--- config.mk ---
export PLATFORM = sky130hd
export DESIGN_NAME = seq_bin_divider_flat
export DESIGN_NICKNAME = d
export VERILOG_FILES = /design/src/rtl/seq_bin_divider_pkg.sv /design/src/rtl/seq_bin_divider_if.sv /design/src/rtl/seq_bin_divider_div_step.sv /design/src/rtl/seq_bin_divider.sv /design/src/flat_wrapper.sv
export SDC_FILE = /design/constraint.sdc
export NUM_CORES = 1
export LEC_CHECK = 0
export CAP_MARGIN = 20
export CORE_UTILIZATION = 56
export CTS_CLUSTER_SIZE = 16
export DETAILED_ROUTE_END_ITERATION = 8
export GPL_TIMING_DRIVEN = 0
export HOLD_SLACK_MARGIN = 0.15
export PLACE_DENSITY = 0.86
export SLEW_MARGIN = 25
export SYNTH_ARGS = -nofsm -noshare
export SYNTH_HDL_FRONTEND = slang
export SYNTH_SLANG_ARGS = --single-unit
--- constraint.sdc ---
create_clock -name clk -period 4.9 [get_ports clk]
set_input_delay 0.98 -clock clk [delete_from_list [all_inputs] [get_ports clk]]
set_output_delay 0.98 -clock clk [all_outputs]
set_load 0.01 [all_outputs]
--- src/rtl/seq_bin_divider_pkg.sv ---
// Shared constants and state encoding for the sequential binary divider.
package seq_bin_divider_pkg;

    // Default divisor/quotient/remainder width; the dividend is twice as wide.
    localparam int unsigned DEFAULT_BIT_W = 7;

    // Controller states: waiting for a request, or iterating one quotient bit per clock.
    typedef enum logic [0:0] {
        IDLE   = 1'b0,
        DIVIDE = 1'b1
    } state_e;

endpackage : seq_bin_divider_pkg

--- src/rtl/seq_bin_divider_if.sv ---
// Request/result bundle between a divider client (master) and the divider (slave).
interface seq_bin_divider_if
    import seq_bin_divider_pkg::*;
#(
    parameter int unsigned BIT_W = DEFAULT_BIT_W
);

    logic                   start;
    logic [2*BIT_W-1:0]     I_D;
    logic [BIT_W-1:0]       I_B;
    logic                   ready;
    logic                   overflow;
    logic [BIT_W-1:0]       quotient;
    logic [BIT_W-1:0]       remainder;

    modport master (
        output start, I_D, I_B,
        input  ready, overflow, quotient, remainder
    );

    modport slave (
        input  start, I_D, I_B,
        output ready, overflow, quotient, remainder
    );

endinterface : seq_bin_divider_if

--- src/rtl/seq_bin_divider_div_step.sv ---
// One restoring-division iteration: shift {A,Q} left, trial-subtract B, set the new quotient bit.
module div_step
    import seq_bin_divider_pkg::*;
#(
    parameter int unsigned BIT_W = DEFAULT_BIT_W
) (
    input  logic [BIT_W:0]   a,
    input  logic [BIT_W-1:0] q,
    input  logic [BIT_W-1:0] b,
    output logic [BIT_W:0]   a_next_c,
    output logic [BIT_W-1:0] q_next_c
);

    logic [2*BIT_W:0] aq_shift;
    logic [BIT_W:0]   a_shift;
    logic             ge;

    // A is one bit wider than B so the bit shifted out of Q's neighbour still takes part in the compare.
    always_comb begin
        aq_shift = {a, q} << 1;
        a_shift  = aq_shift[2*BIT_W:BIT_W];
        ge       = (a_shift >= {1'b0, b});
        a_next_c = ge ? (a_shift - {1'b0, b}) : a_shift;
        q_next_c = aq_shift[BIT_W-1:0] | BIT_W'(ge);
    end

endmodule : div_step

--- src/rtl/seq_bin_divider.sv ---
// Sequential restoring divider: 2*BIT_W-bit dividend by BIT_W-bit divisor, one quotient bit per clock.
module seq_bin_divider
    import seq_bin_divider_pkg::*;
#(
    parameter int unsigned BIT_W = DEFAULT_BIT_W
) (
    input  logic             clk,
    input  logic             reset,
    seq_bin_divider_if.slave bus
);

    localparam int unsigned CNT_W = $clog2(BIT_W + 1);

    state_e             state_q, state_d;
    logic [BIT_W:0]     a_q, a_d;
    logic [BIT_W-1:0]   q_q, q_d;
    logic [BIT_W-1:0]   b_q, b_d;
    logic [CNT_W-1:0]   cnt_q, cnt_d;
    logic               ready_q, ready_d;
    logic               overflow_q, overflow_d;
    logic [BIT_W-1:0]   quotient_q, quotient_d;
    logic [BIT_W-1:0]   remainder_q, remainder_d;

    logic [BIT_W:0]     a_next_c;
    logic [BIT_W-1:0]   q_next_c;

    div_step #(
        .BIT_W    (BIT_W)
    ) u_div_step (
        .a        (a_q),
        .q        (q_q),
        .b        (b_q),
        .a_next_c (a_next_c),
        .q_next_c (q_next_c)
    );

    // Next-state and result logic; operands are latched at capture so input changes mid-run are harmless.
    always_comb begin
        state_d     = state_q;
        a_d         = a_q;
        q_d         = q_q;
        b_d         = b_q;
        cnt_d       = cnt_q;
        ready_d     = ready_q;
        overflow_d  = overflow_q;
        quotient_d  = quotient_q;
        remainder_d = remainder_q;

        case (state_q)
            IDLE: begin
                if (bus.start) begin
                    if (bus.I_D[2*BIT_W-1:BIT_W] >= bus.I_B) begin
                        // Quotient cannot fit in BIT_W bits (or divisor is zero): reject without iterating.
                        overflow_d  = 1'b1;
                        quotient_d  = '0;
                        remainder_d = '0;
                        ready_d     = 1'b1;
                    end else begin
                        overflow_d  = 1'b0;
                        a_d         = {1'b0, bus.I_D[2*BIT_W-1:BIT_W]};
                        q_d         = bus.I_D[BIT_W-1:0];
                        b_d         = bus.I_B;
                        cnt_d       = CNT_W'(BIT_W);
                        ready_d     = 1'b0;
                        state_d     = DIVIDE;
                    end
                end
            end
            DIVIDE: begin
                a_d   = a_next_c;
                q_d   = q_next_c;
                cnt_d = cnt_q - CNT_W'(1);
                if (cnt_q == CNT_W'(1)) begin
                    state_d     = IDLE;
                    ready_d     = 1'b1;
                    quotient_d  = q_next_c;
                    remainder_d = a_next_c[BIT_W-1:0];
                end
            end
            default: begin
                state_d = IDLE;
                ready_d = 1'b1;
            end
        endcase
    end

    // State and datapath registers with synchronous reset; reset discards any in-flight division.
    always_ff @(posedge clk) begin
        if (reset) begin
            state_q     <= IDLE;
            a_q         <= '0;
            q_q         <= '0;
            b_q         <= '0;
            cnt_q       <= '0;
            ready_q     <= 1'b1;
            overflow_q  <= 1'b0;
            quotient_q  <= '0;
            remainder_q <= '0;
        end else begin
            state_q     <= state_d;
            a_q         <= a_d;
            q_q         <= q_d;
            b_q         <= b_d;
            cnt_q       <= cnt_d;
            ready_q     <= ready_d;
            overflow_q  <= overflow_d;
            quotient_q  <= quotient_d;
            remainder_q <= remainder_d;
        end
    end

    assign bus.ready     = ready_q;
    assign bus.overflow  = overflow_q;
    assign bus.quotient  = quotient_q;
    assign bus.remainder = remainder_q;

endmodule : seq_bin_divider

--- src/flat_wrapper.sv ---
// flat-port wrapper written by rule: the top's interface ports become plain ports
module seq_bin_divider_flat import seq_bin_divider_pkg::*;
#(
    parameter int unsigned BIT_W = DEFAULT_BIT_W
)
  (clk, reset, bus_start, bus_I_D, bus_I_B, bus_ready, bus_overflow, bus_quotient, bus_remainder);
  seq_bin_divider_if #(.BIT_W(BIT_W)) bus_i ();
  input  logic clk;
  input  logic reset;
  input wire logic [$bits(bus_i.start)-1:0] bus_start;
  input wire logic [$bits(bus_i.I_D)-1:0] bus_I_D;
  input wire logic [$bits(bus_i.I_B)-1:0] bus_I_B;
  output wire logic [$bits(bus_i.ready)-1:0] bus_ready;
  output wire logic [$bits(bus_i.overflow)-1:0] bus_overflow;
  output wire logic [$bits(bus_i.quotient)-1:0] bus_quotient;
  output wire logic [$bits(bus_i.remainder)-1:0] bus_remainder;
  assign bus_i.start = bus_start;
  assign bus_i.I_D = bus_I_D;
  assign bus_i.I_B = bus_I_B;
  assign bus_ready = bus_i.ready;
  assign bus_overflow = bus_i.overflow;
  assign bus_quotient = bus_i.quotient;
  assign bus_remainder = bus_i.remainder;
  seq_bin_divider #(.BIT_W(BIT_W)) u_core (.clk(clk), .reset(reset), .bus(bus_i));
endmodule
==> results.py <==
metrics = {
    "yosys": {
        "postSynthAreaPerCell_sq_um": 9.27,
        "synth-async-reset-ratio": 0,
        "synth_seq_area_share": 0.387,
        "synth-main-ff-cell": "sky130_fd_sc_hd__dfxtp_1",
        "synthesis.area_sq_um": 2120,
        "synthesis.instances": 229,
        "post_synth_main_area_contributors": "sky130_fd_sc_hd__dfxtp_1 (39%), sky130_fd_sc_hd__ha_1 (9.4%), sky130_fd_sc_hd__mux2i_1 (5.7%), sky130_fd_sc_hd__nor2_1 (5.5%), sky130_fd_sc_hd__a22o_2 (3.8%)",
        "synth_fp_nets": 270,
        "netlist.top_cell.by_area": "sky130_fd_sc_hd__dfxtp_1",
        "ys_seq_elements": 41,
        "synthDistinctLibCells": 39,
        "yosys_warnings": 0,
        "count_of_flip_flops_with_a_built_in_enable_after_synthesis": 0,
        "yosys.cell_count.top_type": "sky130_fd_sc_hd__dfxtp_1",
        "share_of_yosys_cell_area_claimed_by_the_top_area_cell_type": 0.387,
        "yosys-top-cells-count": "sky130_fd_sc_hd__dfxtp_1 (41), sky130_fd_sc_hd__nor2_1 (31), sky130_fd_sc_hd__inv_1 (18), sky130_fd_sc_hd__ha_1 (16)",
    },
    "placed_design": {
        "buffer_ports.inserted": 39,
        "gpl.final_weighted_congestion": 1.01,
        "detailedPlacementHpwl_mm": 3.78,
    },
    "detailed_routing": {
        "avgRoutedWirePerCell_um": 16.2,
        "dr_total_vias": 1942,
        "ant_nets": 0,
        "detailedRoute.firstIterationViolations": 178,
        "avgViaCountPerCell": 6.03,
        "drt_pass1_iterations": 5,
        "remaining_drc_errors": 0,
        "drt-total-wl_mm": 5.23,
    },
    "critical_path": {
        "timing.reg2reg.worst_path_depth": 10,
        "crit_path_start_kind": "primary input",
        "timing.setup.critical_path_class": "primary input to flop",
        "end_kind": "flop",
        "top_fanout_value_on_the_critical_path": 10,
        "cp_data_arrival_time_ps": 3690,
        "timing.critical_path.required_ps": 5060,
    },
    "clock_tree": {
        "clock_tree_from_tritoncts": "built",
        "clock_tree_buf_depth": 2,
        "cts-resized-gates": 0,
        "cts.root.buffer_cell": "sky130_fd_sc_hd__clkbuf_8",
        "cts-hold-fix-buffers": 0,
        "numCtsBuffers": 5,
        "clk_pin_slew_worst_paths_ps": 80,
        "worstSkewPairLatency_ps": 290,
        "cts.htree.levels": 2,
        "clock-sinks": 41,
        "cts.repair_timing.setup_buffer_count": 0,
    },
    "global_route": {
        "grt_start_max_net_pins": 14,
        "global_route.usage.total": 0.276,
        "grt_overflow": 0,
        "grt_pass1_vias": 1861,
        "antenna_found_initial": 0,
        "first_pass_grt_wire_length_mm": 8.65,
    },
    "pwr": {
        "clock_power_share": 0.280,
        "power-per-cell-area_nw_per_um2": 375,
        "seqPwrFrac": 0.377,
        "netSwitchingFraction": 0.329,
        "sw_pwr_uw": 332,
        "intPower_uw": 678,
        "part_of_the_power_in_combinational_logic": 0.342,
        "max-vdd-ir-drop_v": 0.000248,
        "cellLeakagePower_uw": 0.00106,
    },
    "timing": {
        "tns_ps": 0,
        "setup_repair_after_global_routing_missed_its_margin": "no",
        "final_min_period_over_clock_period": 0.721,
        "hold_viol_final": 0,
        "worst-slew-pin-transition_ps": 666,
        "timing.final.crit_period_ps": 3530,
        "finalSetupViolations": 0,
        "slew_violations": 0,
        "max_slew_margin": 0.554,
        "worst_clock_skew_ps": 6.82,
        "hold_ws_ps": 462,
        "fmax_mhz": 283,
    },
    "floorplanning": {
        "die_height_um": 63.6,
        "design.core.area_sq_um": 3470,
        "boundaryPins": 40,
        "die-area_sq_um": 4040,
        "floorplan.initialDensity": 0.612,
        "placement_rows": 21,
        "dieWidth_um": 63.6,
    },
    "outcome": {
        "outcome": "complete, no violations",
    },
    "flow_run": {
        "drv_cap": 0,
    },
    "cells_and_area": {
        "flow.area_growth_from_synthesis_pct": 26.8,
        "nFillCells": 265,
        "post_route_cells_drive_above_1_share": 0.0942,
        "n_antenna_cell": 0,
        "nets": 316,
    },
    "min_path": {
        "worstHoldPathCells": 2,
        "hold_class": "flop to flop",
    },
}
worst max-delay path, stage by stage:
cell,delay (ps)
sky130_fd_sc_hd__clkdlybuf4s50_1,500
sky130_fd_sc_hd__inv_1,60
sky130_fd_sc_hd__ha_1,270
sky130_fd_sc_hd__nand2b_4,140
sky130_fd_sc_hd__a211o_1,310
sky130_fd_sc_hd__and2_4,150
sky130_fd_sc_hd__nor4_2,560
sky130_fd_sc_hd__buf_2,420
sky130_fd_sc_hd__mux2i_1,250
sky130_fd_sc_hd__nor2_1,50
cell usage in the layout, fill, tap and decap left out, types with 2 or more instances in the layout:
cell type | synthesis | layout
sky130_fd_sc_hd__clkdlybuf4s50_1 | 0 | 39
sky130_fd_sc_hd__a22oi_1 | 5 | 5
sky130_fd_sc_hd__nand2b_1 | 4 | 4
sky130_fd_sc_hd__buf_2 | 3 | 3
sky130_fd_sc_hd__a22o_2 | 8 | 8
sky130_fd_sc_hd__ha_1 | 16 | 16
sky130_fd_sc_hd__clkbuf_8 | 0 | 6
sky130_fd_sc_hd__nor2_1 | 31 | 31
sky130_fd_sc_hd__o21ai_0 | 8 | 8
sky130_fd_sc_hd__o2bb2ai_1 | 7 | 7
sky130_fd_sc_hd__nor3_1 | 2 | 2
sky130_fd_sc_hd__a222oi_1 | 6 | 6
sky130_fd_sc_hd__clkbuf_1 | 7 | 7
sky130_fd_sc_hd__mux2i_1 | 12 | 12
sky130_fd_sc_hd__nand3_1 | 2 | 2
sky130_fd_sc_hd__o22ai_1 | 3 | 3
sky130_fd_sc_hd__nand4_1 | 2 | 2
sky130_fd_sc_hd__dfxtp_1 | 41 | 41
sky130_fd_sc_hd__nor2b_1 | 8 | 8
sky130_fd_sc_hd__a221oi_1 | 3 | 3
sky130_fd_sc_hd__o31a_1 | 2 | 2
sky130_fd_sc_hd__a21oi_1 | 8 | 8
sky130_fd_sc_hd__nand2_1 | 12 | 12
sky130_fd_sc_hd__inv_1 | 18 | 18
sky130_fd_sc_hd__xnor2_1 | 2 | 2
sky130_fd_sc_hd__a211oi_1 | 4 | 4
through the flow:
| step | util | std cells | total power [uW] | instance area, sq um | setup WS, ps |
|---|---|---|---|---|---|
| 6_report | 0.776 | 322 | 1010 | 2690 | 1370 |
| 5_1_grt | 0.776 | 322 | 1060 | 2690 | 1310 |
| 4_1_cts | 0.776 | 322 | 1010 | 2690 | 1390 |
| 3_5_place_dp | 0.741 | 314 | 723 | 2570 | 1110 |
| 3_3_place_gp | 0.741 | 314 | 713 | 2570 | 1180 |
| 2_1_floorplan | - | 229 | 628 | 2120 | 2000 |
final timing paths:
kind              slack, ps          endpoint              from
setup reg to reg       2000     u_core.a_q[2]     u_core.q_q[6]
setup / recovery       1370     u_core.b_q[1]        bus_I_D[7]
hold / removal          460  u_core.bus.ready  u_core.bus.ready
hold reg to reg         460  u_core.bus.ready  u_core.bus.ready
per-layer routing:
| metal | track usage | share of wire | up-vias |
|---|---|---|---|
| li1 | - | - | 924 |
| met1 | 0.361 | 0.43 | 911 |
| met2 | 0.449 | 0.48 | 98 |
| met3 | 0.0543 | 0.079 | 9 |
| met4 | 0.0938 | 0.0098 | 0 |
| met5 | 0 | 0 | - |
final cells by class:
cell class | instances | area (sq um) | share of cell area
plain buffers | 11 | 52.6 | 0.0195
clock buffers | 6 | 82.6 | 0.0307
clock inverters | 2 | 37.5 | 0.0140
inverters | 18 | 67.6 | 0.0251
multi-input cells | 159 | 1180 | 0.439
flip-flops and latches | 41 | 821 | 0.305
well taps | 46 | 57.6 | 0.0214
repair buffers | 39 | 390 | 0.145
sequential cells by signal (all words and copies together) (netlist names):
signal and cells:
u_core.a_q 7, u_core.bus.remainder 7, u_core.bus.quotient 7, u_core.bus.ready 1
u_core.bus.overflow 1, u_core.state_q 1, u_core.cnt_q 3, u_core.q_q 7
u_core.b_q 7
kinds of logic (layout without fill, tap and decap cells):
| logic type | Yosys count | after routing | share of synthesized area |
|---|---|---|---|
| compound gates | 61 | 61 | 0.230 |
| xor+xnor | 3 | 3 | 0.0124 |
| fa+ha+maj | 17 | 17 | 0.104 |
| buf+inv | 29 | 76 | 0.0566 |
| flops | 41 | 41 | 0.387 |
| mux | 13 | 13 | 0.0619 |
| simple gates | 65 | 65 | 0.149 |
power by group through the flow:
stage	registers (uW)	clock network, uW	logic [uW]
global route	384	303	378
detailed placement	388	0	335
floorplan	385	0	243
finish	381	283	346
global placement	386	0	327
CTS	380	286	340
Power figures use the tool's default switching activity.
